--- src/rtl/bit_deposit64_pkg.sv ---
// Shared types and widths for the serial bit depositor.
package bit_deposit64_pkg;
    localparam int WORD_W = 64;
    localparam int IDX_W  = 6;
    localparam int CNT_W  = 7;

    typedef enum logic [1:0] {
        ST_IDLE = 2'b00,
        ST_FILL = 2'b01,
        ST_HOLD = 2'b10
    } state_t;

    // A requested count of zero means a full word.
    function automatic logic [CNT_W-1:0] fill_len(input logic [CNT_W-1:0] cnt);
        return (cnt == '0) ? CNT_W'(WORD_W) : cnt;
    endfunction
endpackage

--- src/rtl/bit_deposit64_decode6to64.sv ---
// One-hot write-enable decode of a 6-bit bit index, gated by the accept strobe.
module bit_deposit64_decode6to64
    import bit_deposit64_pkg::*;
(
    input  logic [IDX_W-1:0]  idx,
    input  logic              en,
    output logic [WORD_W-1:0] mask
);
    generate
        for (genvar gi = 0; gi < WORD_W; gi++) begin : g_dec
            assign mask[gi] = en && (idx == IDX_W'(gi));
        end
    endgenerate
endmodule

--- src/rtl/bit_deposit64.sv ---
// Serial-to-parallel bit depositor: writes streamed bits into a 64-bit word at an
// auto-incrementing index, then holds the word until the consumer takes it.
module bit_deposit64
    import bit_deposit64_pkg::*;
(
    input  logic              clock,
    input  logic              reset_n,
    input  logic              start,
    input  logic [IDX_W-1:0]  start_idx,
    input  logic [CNT_W-1:0]  count,
    input  logic              clear,
    input  logic              bit_valid,
    input  logic              bit_in,
    output logic              bit_ready,
    output logic [WORD_W-1:0] word_out,
    output logic              word_valid,
    input  logic              word_ready,
    output logic              busy
);
    state_t             state_reg;
    logic [IDX_W-1:0]   idx_reg;
    logic [CNT_W-1:0]   remaining_reg;
    logic [WORD_W-1:0]  word_reg;
    logic               bit_ready_reg;
    logic               word_valid_reg;
    logic               busy_reg;
    logic               accept;
    logic [WORD_W-1:0]  mask;

    assign accept = (state_reg == ST_FILL) && bit_valid && bit_ready_reg;

    bit_deposit64_decode6to64 u_dec (
        .idx  (idx_reg),
        .en   (accept),
        .mask (mask)
    );

    always_ff @(posedge clock or negedge reset_n) begin
        if (!reset_n) begin
            state_reg      <= ST_IDLE;
            idx_reg        <= '0;
            remaining_reg  <= '0;
            word_reg       <= '0;
            bit_ready_reg  <= 1'b0;
            word_valid_reg <= 1'b0;
            busy_reg       <= 1'b0;
        end else begin
            unique case (state_reg)
                ST_IDLE: begin
                    if (start) begin
                        idx_reg       <= start_idx;
                        remaining_reg <= fill_len(count);
                        if (clear) begin
                            word_reg <= '0;
                        end
                        state_reg     <= ST_FILL;
                        bit_ready_reg <= 1'b1;
                        busy_reg      <= 1'b1;
                    end
                end
                ST_FILL: begin
                    if (accept) begin
                        word_reg      <= (word_reg & ~mask) | ({WORD_W{bit_in}} & mask);
                        idx_reg       <= idx_reg + IDX_W'(1);
                        remaining_reg <= remaining_reg - CNT_W'(1);
                        // Last bit: the finished word is presented on the very next cycle.
                        if (remaining_reg == CNT_W'(1)) begin
                            state_reg      <= ST_HOLD;
                            bit_ready_reg  <= 1'b0;
                            word_valid_reg <= 1'b1;
                        end
                    end
                end
                ST_HOLD: begin
                    if (word_ready) begin
                        state_reg      <= ST_IDLE;
                        word_valid_reg <= 1'b0;
                        busy_reg       <= 1'b0;
                    end
                end
                default: begin
                    state_reg      <= ST_IDLE;
                    bit_ready_reg  <= 1'b0;
                    word_valid_reg <= 1'b0;
                    busy_reg       <= 1'b0;
                end
            endcase
        end
    end

    assign bit_ready  = bit_ready_reg;
    assign word_out   = word_reg;
    assign word_valid = word_valid_reg;
    assign busy       = busy_reg;
endmodule

--- config.mk ---
export PLATFORM = sky130hd
export DESIGN_NAME = bit_deposit64
export DESIGN_NICKNAME = d
export VERILOG_FILES = /design/src/rtl/bit_deposit64_pkg.sv /design/src/rtl/bit_deposit64_decode6to64.sv /design/src/rtl/bit_deposit64.sv
export SDC_FILE = /design/constraint.sdc
export NUM_CORES = 1
export LEC_CHECK = 0
export CAP_MARGIN = 20
export CORE_MARGIN = 10
export CORE_UTILIZATION = 51
export CTS_CLUSTER_SIZE = 16
export DETAILED_ROUTE_END_ITERATION = 8
export GPL_TIMING_DRIVEN = 0
export PLACE_DENSITY = 0.79
export SLEW_MARGIN = 5
export SYNTH_ARGS = -nofsm -noshare
export SYNTH_HDL_FRONTEND = slang
export SYNTH_SLANG_ARGS = --single-unit
export TNS_END_PERCENT = 5
--- constraint.sdc ---
create_clock -name clock -period 1.7 [get_ports clock]
set_input_delay 0.34 -clock clock [delete_from_list [all_inputs] [get_ports clock]]
set_output_delay 0.34 -clock clock [all_outputs]
set_load 0.03 [all_outputs]
==> run metrics <==
status finished clean; total track usage 21.2%; Area Overhead vs Synth 30.6%; Net Count, Synth 486; Die Ht 111 um; kind of critical path flop to flop; sequential cell area 2050 um^2; Leak 2.66 nW; Yosys reg bits 82; Fmax 598 MHz; area of the mapped netlist 4210 um^2; clk slew on worst S/H paths 0.09 ns; Slew Limit Fails 0; Sinks on Clock Net 82; max FFs per register 64; Worst EP required 1.93 ns; DR vias/cell 6.27; initial antenna violation count 0; final wirelength 13.6 mm; Final ANT Viol Nets 0; critical path arrival 1.91 ns; WHS 0.413 ns; HP Class input port to async pin; RR Startpoint state_reg[0]$_DFFE_PN0P_; port bufs 86; Post-CTS Setup Inserts 0; top area cells in the synthesized netlist dfrtp_1 (49%), o21ai_1 (15%), a21oi_1 (9.4%); worst-skew pair later-pin latency 0.37 ns; CP startpoint state_reg[0]$_DFFE_PN0P_; Tcrit/Tclk final 98.3%; count leader, synth o21ai_1; Startpoint Class flop; pwr dens 1500 nW/um^2; # setup viols final 0; Ant. Diodes 0; Synth Area per Inst 9.14 um^2; EDFF count, synth 0; setup_tns 0 ns; sequential share of the synthesized area 48.8%; Async SR Flop Fraction 100%; Synth Warn # 0; Final Hold Fails 0; share of cells above drive strength 1 13.9%; Finished Core Util 67.5%; worst r2r dst word_out[36]$_DFFE_PN0P_; CP endpoint kind flop; worst clock skew 0.00626 ns; Synth cell types 43; TritonCTS buffer count 9; die area 12300 um^2; Power Total 8.23 mW; dpl hpwl 9.43 mm; cells after synthesis 460; number of global-route vias before repair 4280; Final WS setup 0.0284 ns; width of the die 111 um; vias 4190; first-pass GRT wire length 21.8 mm; grt ovf 0; WL per Instance 20.3 um; maxcap violations 0; largest net degree at the start of global routing 63; nets 585; Place WS -0.201 ns; # fillers 679; cells on worst reg2reg path 7; Root Buffer clkbuf_8; Synth top area share 48.8%; Slew HR 64.9%; RSZ-0062 raised after global routing yes; worst slew pin tran 0.522 ns; num rows 33; DRC 0; Final min period 1.67 ns; r2r setup slk 0.03 ns; I/O Pins 87; Max rail drop VDD 0.879 mV; Post-Place Cell Area 5220 um^2; CTS H-tree depth 3; Synth top cells by count o21ai_1 (126), dfrtp_1 (82), a21oi_1 (79); Yosys top cell by area dfrtp_1; design area 5490 um^2; crit path max fanout 10; DR pass1 iterations 5; core region area 8130 um^2; DR iter-0 viols 408; Synth Flop Type dfrtp_1; Inst Count DP 652; CTS tree built; initial core utilization 51.7%; GPL Wtd Cong 0.913; filler-free cell count of the finished design 668; Multi-input gate area 1960 um^2; Bufs on Longest Clock Path 2
worst max-delay path, cell delays in order (launching register included):
cell      delay (ns)
dfrtp_1         0.38
buf_2           0.17
nand3b_1        0.17
a21o_1          0.18
buf_4           0.18
buf_6           0.16
o21ai_1         0.18
o21ai_1         0.12
layer usage:
metal | track usage [%] | vias up | wire length, um | share of wire [%]
li1 | - | 1869 | - | -
met1 | 25.6 | 1973 | 5300 | 39
met2 | 34.0 | 294 | 6290 | 46
met3 | 6.66 | 54 | 1600 | 12
met4 | 8.85 | 0 | 391 | 2.9
met5 | 0 | - | 0 | 0
kinds of logic after synthesis:
family | synth area share [%]
simple gates | 13.1
compound gates | 29.5
buf+inv | 6.84
fa+ha+maj | 1.79
flops | 48.8
power by group:
group / internal [mW] / switching [mW] / total [mW]
logic: 1.33 / 2.68 / 4.01
clock network: 0.824 / 0.764 / 1.59
registers: 2.29 / 0.343 / 2.64
cell usage in the layout (no fill, tap or decap), drive strengths merged, types with 5 or more instances in the layout:
cell type | synthesis | routed
and3 | 5 | 5
dfrtp | 82 | 82
nand2 | 20 | 20
and3b | 8 | 8
dlygate4sd2 | 0 | 67
clkbuf | 4 | 19
o21ai | 143 | 143
nor2b | 7 | 7
nand3 | 11 | 11
clkdlybuf4s50 | 0 | 18
a21oi | 80 | 80
nor2 | 11 | 11
inv | 7 | 7
ha | 6 | 6
buf | 35 | 31
nor3b | 5 | 5
worst max path at each step:
stage                                     endpoint  slack, ns  cells past startpoint
after floorplan           word_out[15]$_DFFE_PN0P_       0.20                      6
after global placement      word_valid$_DFFE_PN0P_      -2.60                      1
after detailed placement    idx_reg[2]$_DFFE_PN0P_      -0.20                      6
after CTS                  word_out[2]$_DFFE_PN0P_      -0.01                      6
after global routing        idx_reg[2]$_DFFE_PN0P_      -0.02                      7
final                     word_out[36]$_DFFE_PN0P_       0.03                      7
final cells by class:
type | instances | area share [%]
plain buffers | 39 | 5.17
inverters | 7 | 0.524
flip-flops and latches | 82 | 37.4
clock buffers | 9 | 2.26
multi-input cells | 332 | 35.8
well taps | 105 | 2.39
clock inverters | 6 | 1.69
repair buffers | 88 | 14.8
repair_timing:
| item | 4_1_cts | 5_1_grt |
|---|---|---|
| hold buffers | 1 | 0 |
| endpoints found under the setup margin | 93 | 53 |
| endpoints found under the hold margin | 20 | 0 |
| pin swaps | 0 | 1 |
| gates resized for setup | 75 | 28 |
Power figures use the tool's default switching activity.
==> variant 1: new RTL, same settings <==
The 3 states of `state_t` get a one-hot encoding in 3 bits.
--- a/src/rtl/bit_deposit64_pkg.sv
+++ b/src/rtl/bit_deposit64_pkg.sv
@@ -4,10 +4,10 @@
     localparam int IDX_W  = 6;
     localparam int CNT_W  = 7;
 
-    typedef enum logic [1:0] {
-        ST_IDLE = 2'b00,
-        ST_FILL = 2'b01,
-        ST_HOLD = 2'b10
+    typedef enum logic [2:0] {
+        ST_IDLE = 3'b001,
+        ST_FILL = 3'b010,
+        ST_HOLD = 3'b100
     } state_t;
 
     // A requested count of zero means a full word.
Formal check against the unedited RTL: same outputs for any inputs over 4 cycles, from zero or initial values and one cycle with reset_n low; so few cycles prove little.
==> variant 1 against the original RTL <==
The run now ends with negative setup slack left. Synthesized area rose by 5.6%. Clock skew rose by 7.6 ps. Combinational power fell by 10%. Worst setup slack got worse by 170 ps. Final area rose by 12%. Sequential cell count rose by 1. Routed wire length rose by 7.8%. Total power fell by 7.0%. Core utilization rose by 6.1 points.
==> variant 1: results (changes against the original RTL) <==
Status
  – Outcome: finished with violations
  – Failing checks: negative setup slack

Logic synthesis
  – Cells after Synth: 485 (+5.4%)
  – Sequential area share after synthesis: 0.468 (-0.0199)
  – Yosys cell types: 44 (+2.3%)
  – Synth Area in Compound Gates: 0.314 (+0.0196)
  – Top post-synthesis cells by count: dfrtp_1 (82), o21ai_1 (73), o21ai_0 (69), a211oi_1 (65), nand2_1 (31)
  – Ranking of synthesized cells by area: dfrtp_1 (46%), a211oi_1 (11%), o21ai_1 (8.2%)
  – Post-Synth XOR/XNOR Area: 0 (unchanged)
  – Syn nets: 511 (+5.1%)
  – Synth Area in Adders: 0.0169 (-0.000946)

STA
  – Setup WS post-layout: -139 ps (-167 ps)
  – Worst Tran Pin Value: 702 ps (+180 ps)
  – Fin Setup TNS: -5510 ps (-5510 ps)
  – Max Clock Skew: 13.9 ps (+7.62 ps)
  – Final setup violation count: 63 (+63)

Routing
  – Via density per instance: 6.40 (+2.1%)
  – DR WL/cell: 20.8 um (+2.3%)
  – Initial DRC count: 312 (-24%)
  – Vias: 4509 (+7.6%)

Cells and area
  – Final Net Count: 620 (+6.0%)
  – Fill cells: 605 (-11%)
  – Fraction of layout cells with a size suffix above 1: 0.242 (+0.104)

Placement
  – DP Wirelength: 10100 um (+7.1%)
  – Gpl congestion: 0.919 (+0.69%)
  – DP Area: 5460 um2 (+4.6%)
  – Dpl cells: 677 (+3.8%)
  – Port Buffer Count: 86 (unchanged)

GRT
  – First-pass GRT wire length: 22300 um (+2.2%)
  – Vias in the first global route: 4368 (+2.1%)
  – Total track usage: 0.210 (-0.00121)
  – Pin count of the biggest net entering global routing: 48 (-24%)

Worst setup path
  – CP top delay family: compound AO/OA/AOI/OAI gates
  – Critical-path top delay cell: dfstp_2
  – Worst endpoint data arrival time: 2070 ps (+160 ps)
  – CP peak stage delay: 540 ps (+160 ps)

Power and ir drop
  – Maximum vdd drop: 0.754 mV (-14%)
  – Leak pwr: 2.68 nW (+0.67%)

Hold path
  – Kind of path behind the tightest hold check: input pin to async pin

Clock tree
  – Clock buffer depth: 2 (unchanged)
==> variant 1: cell count changes in the layout (fill, tap and decap cells not counted), sizes merged, moves of 5 or more <==
cell,unedited run,this run
clkbuf,19,34
nor4bb,0,7
and3b,8,0
nor2,11,18
buf,31,38
a211oi,1,65
nand2,20,31
nand3,11,5
a21oi,80,15
nor4b,0,5
==> variant 1: timing repair <==
| action | in CTS | in global routing |
|---|---|---|
| hold endpoints to repair | 36 | 0 |
| hold buffers | 1 | 0 |
| gates cloned | 1 | 1 |
| gates resized for setup | 134 | 108 |
| setup buffers | 6 | 2 |
| endpoints found under the setup margin | 144 | 81 |
| pin swaps | 9 | 13 |
==> variant 1: logic make-up after synthesis <==
family / count (synthesis)
adders and majority gates: 6
DFF: 83
and+or+nand+nor: 102
AOI/OAI and AO/OA: 238
buffers and inverters: 56
==> variant 1: per-layer routing <==
metal	GRT usage	up-vias	wire length, um
met5	0	-	0
met3	0.0460	32	1160
met4	0.0871	0	306
met2	0.357	253	7280
li1	-	2049	-
met1	0.252	2175	5890
==> variant 1: per-stage QoR <==
stage	setup WS (ps)	utilization
2_1_floorplan	19.1	-
3_3_place_gp	-2570	0.652
3_5_place_dp	-658	0.655
4_1_cts	-149	0.698
5_1_grt	-167	0.736
6_report	-139	0.736
==> variant 1: cell type report <==
type | instances | area, um2 | share of cell area
multi-input cells | 346 | 2410 | 0.393
flip-flops and latches | 83 | 2080 | 0.339
repair buffers | 98 | 915 | 0.149
plain buffers | 49 | 345 | 0.0563
clock buffers | 11 | 141 | 0.0230
well taps | 105 | 131 | 0.0214
clock inverters | 5 | 83.8 | 0.0137
inverters | 7 | 26.3 | 0.00428
==> variant 1: worst paths after layout <==
kind                            cells past startpoint                  endpoint  slack [ps]                      from
min in group clock                                  2  word_out[17]$_DFFE_PN0P_         500  word_out[17]$_DFFE_PN0P_
worst max register to register                      7   word_out[9]$_DFFE_PN0P_        -140  state_reg[0]$_DFFE_PN1P_
worst min register to register                      2  word_out[17]$_DFFE_PN0P_         500  word_out[17]$_DFFE_PN0P_
worst max-delay path                                7   word_out[9]$_DFFE_PN0P_        -140  state_reg[0]$_DFFE_PN1P_
worst min-delay path                                2  word_out[50]$_DFFE_PN0P_         480                   reset_n
max in group asynchronous                           3  state_reg[0]$_DFFE_PN1P_         570                   reset_n
==> variant 1: where the power goes <==
part | internal [mW] | total [mW] | switching, mW
Clock | 0.874 | 1.62 | 0.744
Combinational | 1.25 | 3.61 | 2.37
Sequential | 2.20 | 2.42 | 0.227
Total | 4.32 | 7.65 | 3.34
==> variant 2: new RTL, same settings <==
Without the edit above. The package constant `CNT_W` goes from 7 to 14.
--- a/src/rtl/bit_deposit64_pkg.sv
+++ b/src/rtl/bit_deposit64_pkg.sv
@@ -2,7 +2,7 @@
 package bit_deposit64_pkg;
     localparam int WORD_W = 64;
     localparam int IDX_W  = 6;
-    localparam int CNT_W  = 7;
+    localparam int CNT_W  = 14;
 
     typedef enum logic [1:0] {
         ST_IDLE = 2'b00,
Ports: changed (resized count); port bits go from 87 to 94. The function was not compared with the original's and may differ.
==> variant 2 against the original RTL <==
Sequential cell count rose by 7. Worst setup slack improved by 18 ps. Routed wire length rose by 12%. Synthesized area rose by 9.5%. Via count rose by 13%. Final area rose by 10%. Total power fell by 9.2%. Worst hold slack improved by 59 ps. Critical endpoint is now word_out[13]$_DFFE_PN0P_. Highest routed layer unchanged.
==> variant 2: results (changes against the original RTL) <==
STA
  – Worst slew margin: 0.597 (-0.0513)
  – Max Clock Skew: 15.6 ps (+9.31 ps)
  – Max Freq: 605 MHz (+1.1%)

Clock tree
  – Clock buffer depth: 2 (unchanged)
  – Total CTS buffers: 9 (unchanged)
  – Root buf cell: clkbuf_8

Routing
  – TritonRoute pass-1 iters: 5 (unchanged)
  – Initial DRC count: 469 (+15%)
  – Via density per instance: 6.39 (+1.9%)
  – DR WL/cell: 20.7 um (+1.6%)
  – Wirelength, routed: 15300 um (+12%)

GRT
  – Vias in the first global route: 4815 (+13%)
  – Total track usage: 0.224 (+0.0122)
  – First-pass GRT wire length: 24300 um (+11%)
  – Pin count of the biggest net entering global routing: 53 (-16%)
  – Initial antenna violation count: 0 (unchanged)

Logic synthesis
  – Top post-synthesis cells by count: o21ai_0 (130), dfrtp_1 (89), a21oi_1 (78), nand2_1 (23), nor2_1 (19)
  – Syn nets: 547 (+13%)
  – Post-synth top area cell: dfrtp_1
  – Yosys cell types: 50 (+16%)
  – Yosys Warn Count: 0 (unchanged)
  – Sequential area share after synthesis: 0.484 (-0.00439)
  – #FFs+latches synth: 89 (+8.5%)
  – Mean Syn Cell Area: 8.96 um2 (-2.0%)
  – Ranking of synthesized cells by area: dfrtp_1 (48%), o21ai_0 (14%), a21oi_1 (8.5%)

Worst setup path
  – Worst Reg-to-Reg Cells: 5 (-2)
  – Critical-path top delay cell: dfrtp_2
  – Worst reg-to-reg setup slack: 50 ps (+20 ps)
  – Crit path to: word_out[13]$_DFFE_PN0P_
  – CP peak stage delay: 480 ps (+100 ps)
  – Reg-to-Reg Start: idx_reg[5]$_DFFE_PN0P_
  – Crit Path Class: flip-flop to flip-flop
  – CP top delay family: flip-flops

Cells and area
  – Final Net Count: 659 (+13%)
  – Fill cells: 766 (+13%)
  – Fraction of layout cells with a size suffix above 1: 0.168 (+0.0294)

Placement
  – Dpl cells: 716 (+9.8%)
  – Worst slack at placement: -519 ps (-319 ps)
  – Gpl congestion: 0.924 (+1.2%)
  – Port Buffer Count: 93 (+8.1%)
  – DP Wirelength: 10800 um (+15%)
  – DP Area: 5700 um2 (+9.1%)

Power and ir drop
  – Maximum vdd drop: 0.632 mV (-28%)
  – Leak pwr: 2.86 nW (+7.5%)

Status
  – Outcome: completed

Hold path
  – Kind of path behind the tightest hold check: input pin to async pin
## variant 2: changes by cell type after synthesis, sizes merged, moves of 3 or more
cell,change
clkbuf,+10
nor2,+9
a2bb2oi,+7
dfrtp,+7
o22ai,+7
buf,-6
nand3,+5
nor4,+4
nand2,+3
nand4,+3
## variant 2: routing by layer
metal / track usage / wire length, um / vias to the layer above
met5: 0 / 0 / -
met4: 0.0974 / 560 / 0
li1: - / - / 2103
met3: 0.0521 / 1500 / 54
met1: 0.278 / 6010 / 2283
met2: 0.365 / 7200 / 284
## variant 2: worst reg2reg max path, delay by kind of cell, from the launching register on
family / cells / cell delay, ps
DFF: 1 / 480
and+or+nand+nor: 1 / 380
AOI/OAI and AO/OA: 3 / 360
buffers and inverters: 1 / 330
## variant 2: kinds of logic after synthesis
kind of cell | synth area share
AND/OR/NAND/NOR | 0.151
adder cells (fa/ha/maj) | 0.0163
buffers and inverters | 0.0557
flip-flops | 0.484
AO/OA/AOI/OAI | 0.294
## variant 2: report_power, final
group          total, mW  switching (mW)  internal (mW)
Sequential          2.90           0.429           2.47
Clock               1.35           0.805          0.541
Combinational       3.23            2.06           1.17
Total               7.47            3.30           4.18
## variant 2: metrics by stage
| step | hold WS (ps) | setup TNS [ps] |
|---|---|---|
| final | 471 | 0 |
| after global routing | 520 | -529 |
| after CTS | 489 | -8.82 |
| after detailed placement | 338 | -27080 |
| after global placement | 470 | -284050 |
| after floorplan | 44.4 | 0 |
## variant 2: timing repair
item	in CTS	in global routing
gates cloned	0	1
setup buffers	0	5
hold buffers	1	0
gates resized for setup	95	66
endpoints found under the hold margin	37	0
pin swaps	2	1
setup endpoints to repair	124	83
## variant 2: area by class of cell
class,count,area (um2),area share
multi-input combinational,375,2290,0.378
sequential,89,2230,0.368
timing repair buffer,101,925,0.153
buffer,43,282,0.0465
tap,108,135,0.0223
clock buffer,11,131,0.0217
clock inverter,5,40.0,0.00661
inverter,7,26.3,0.00434
## variant 2: how the worst min path moves through the flow
stage,to,slack [ps]
after global placement,word_valid$_DFFE_PN0P_,470
after global routing,word_valid$_DFFE_PN0P_,520
after CTS,word_valid$_DFFE_PN0P_,490
after detailed placement,word_out[54]$_DFFE_PN0P_,340
final,word_out[54]$_DFFE_PN0P_,470
after floorplan,bit_ready$_DFFE_PN0P_,40
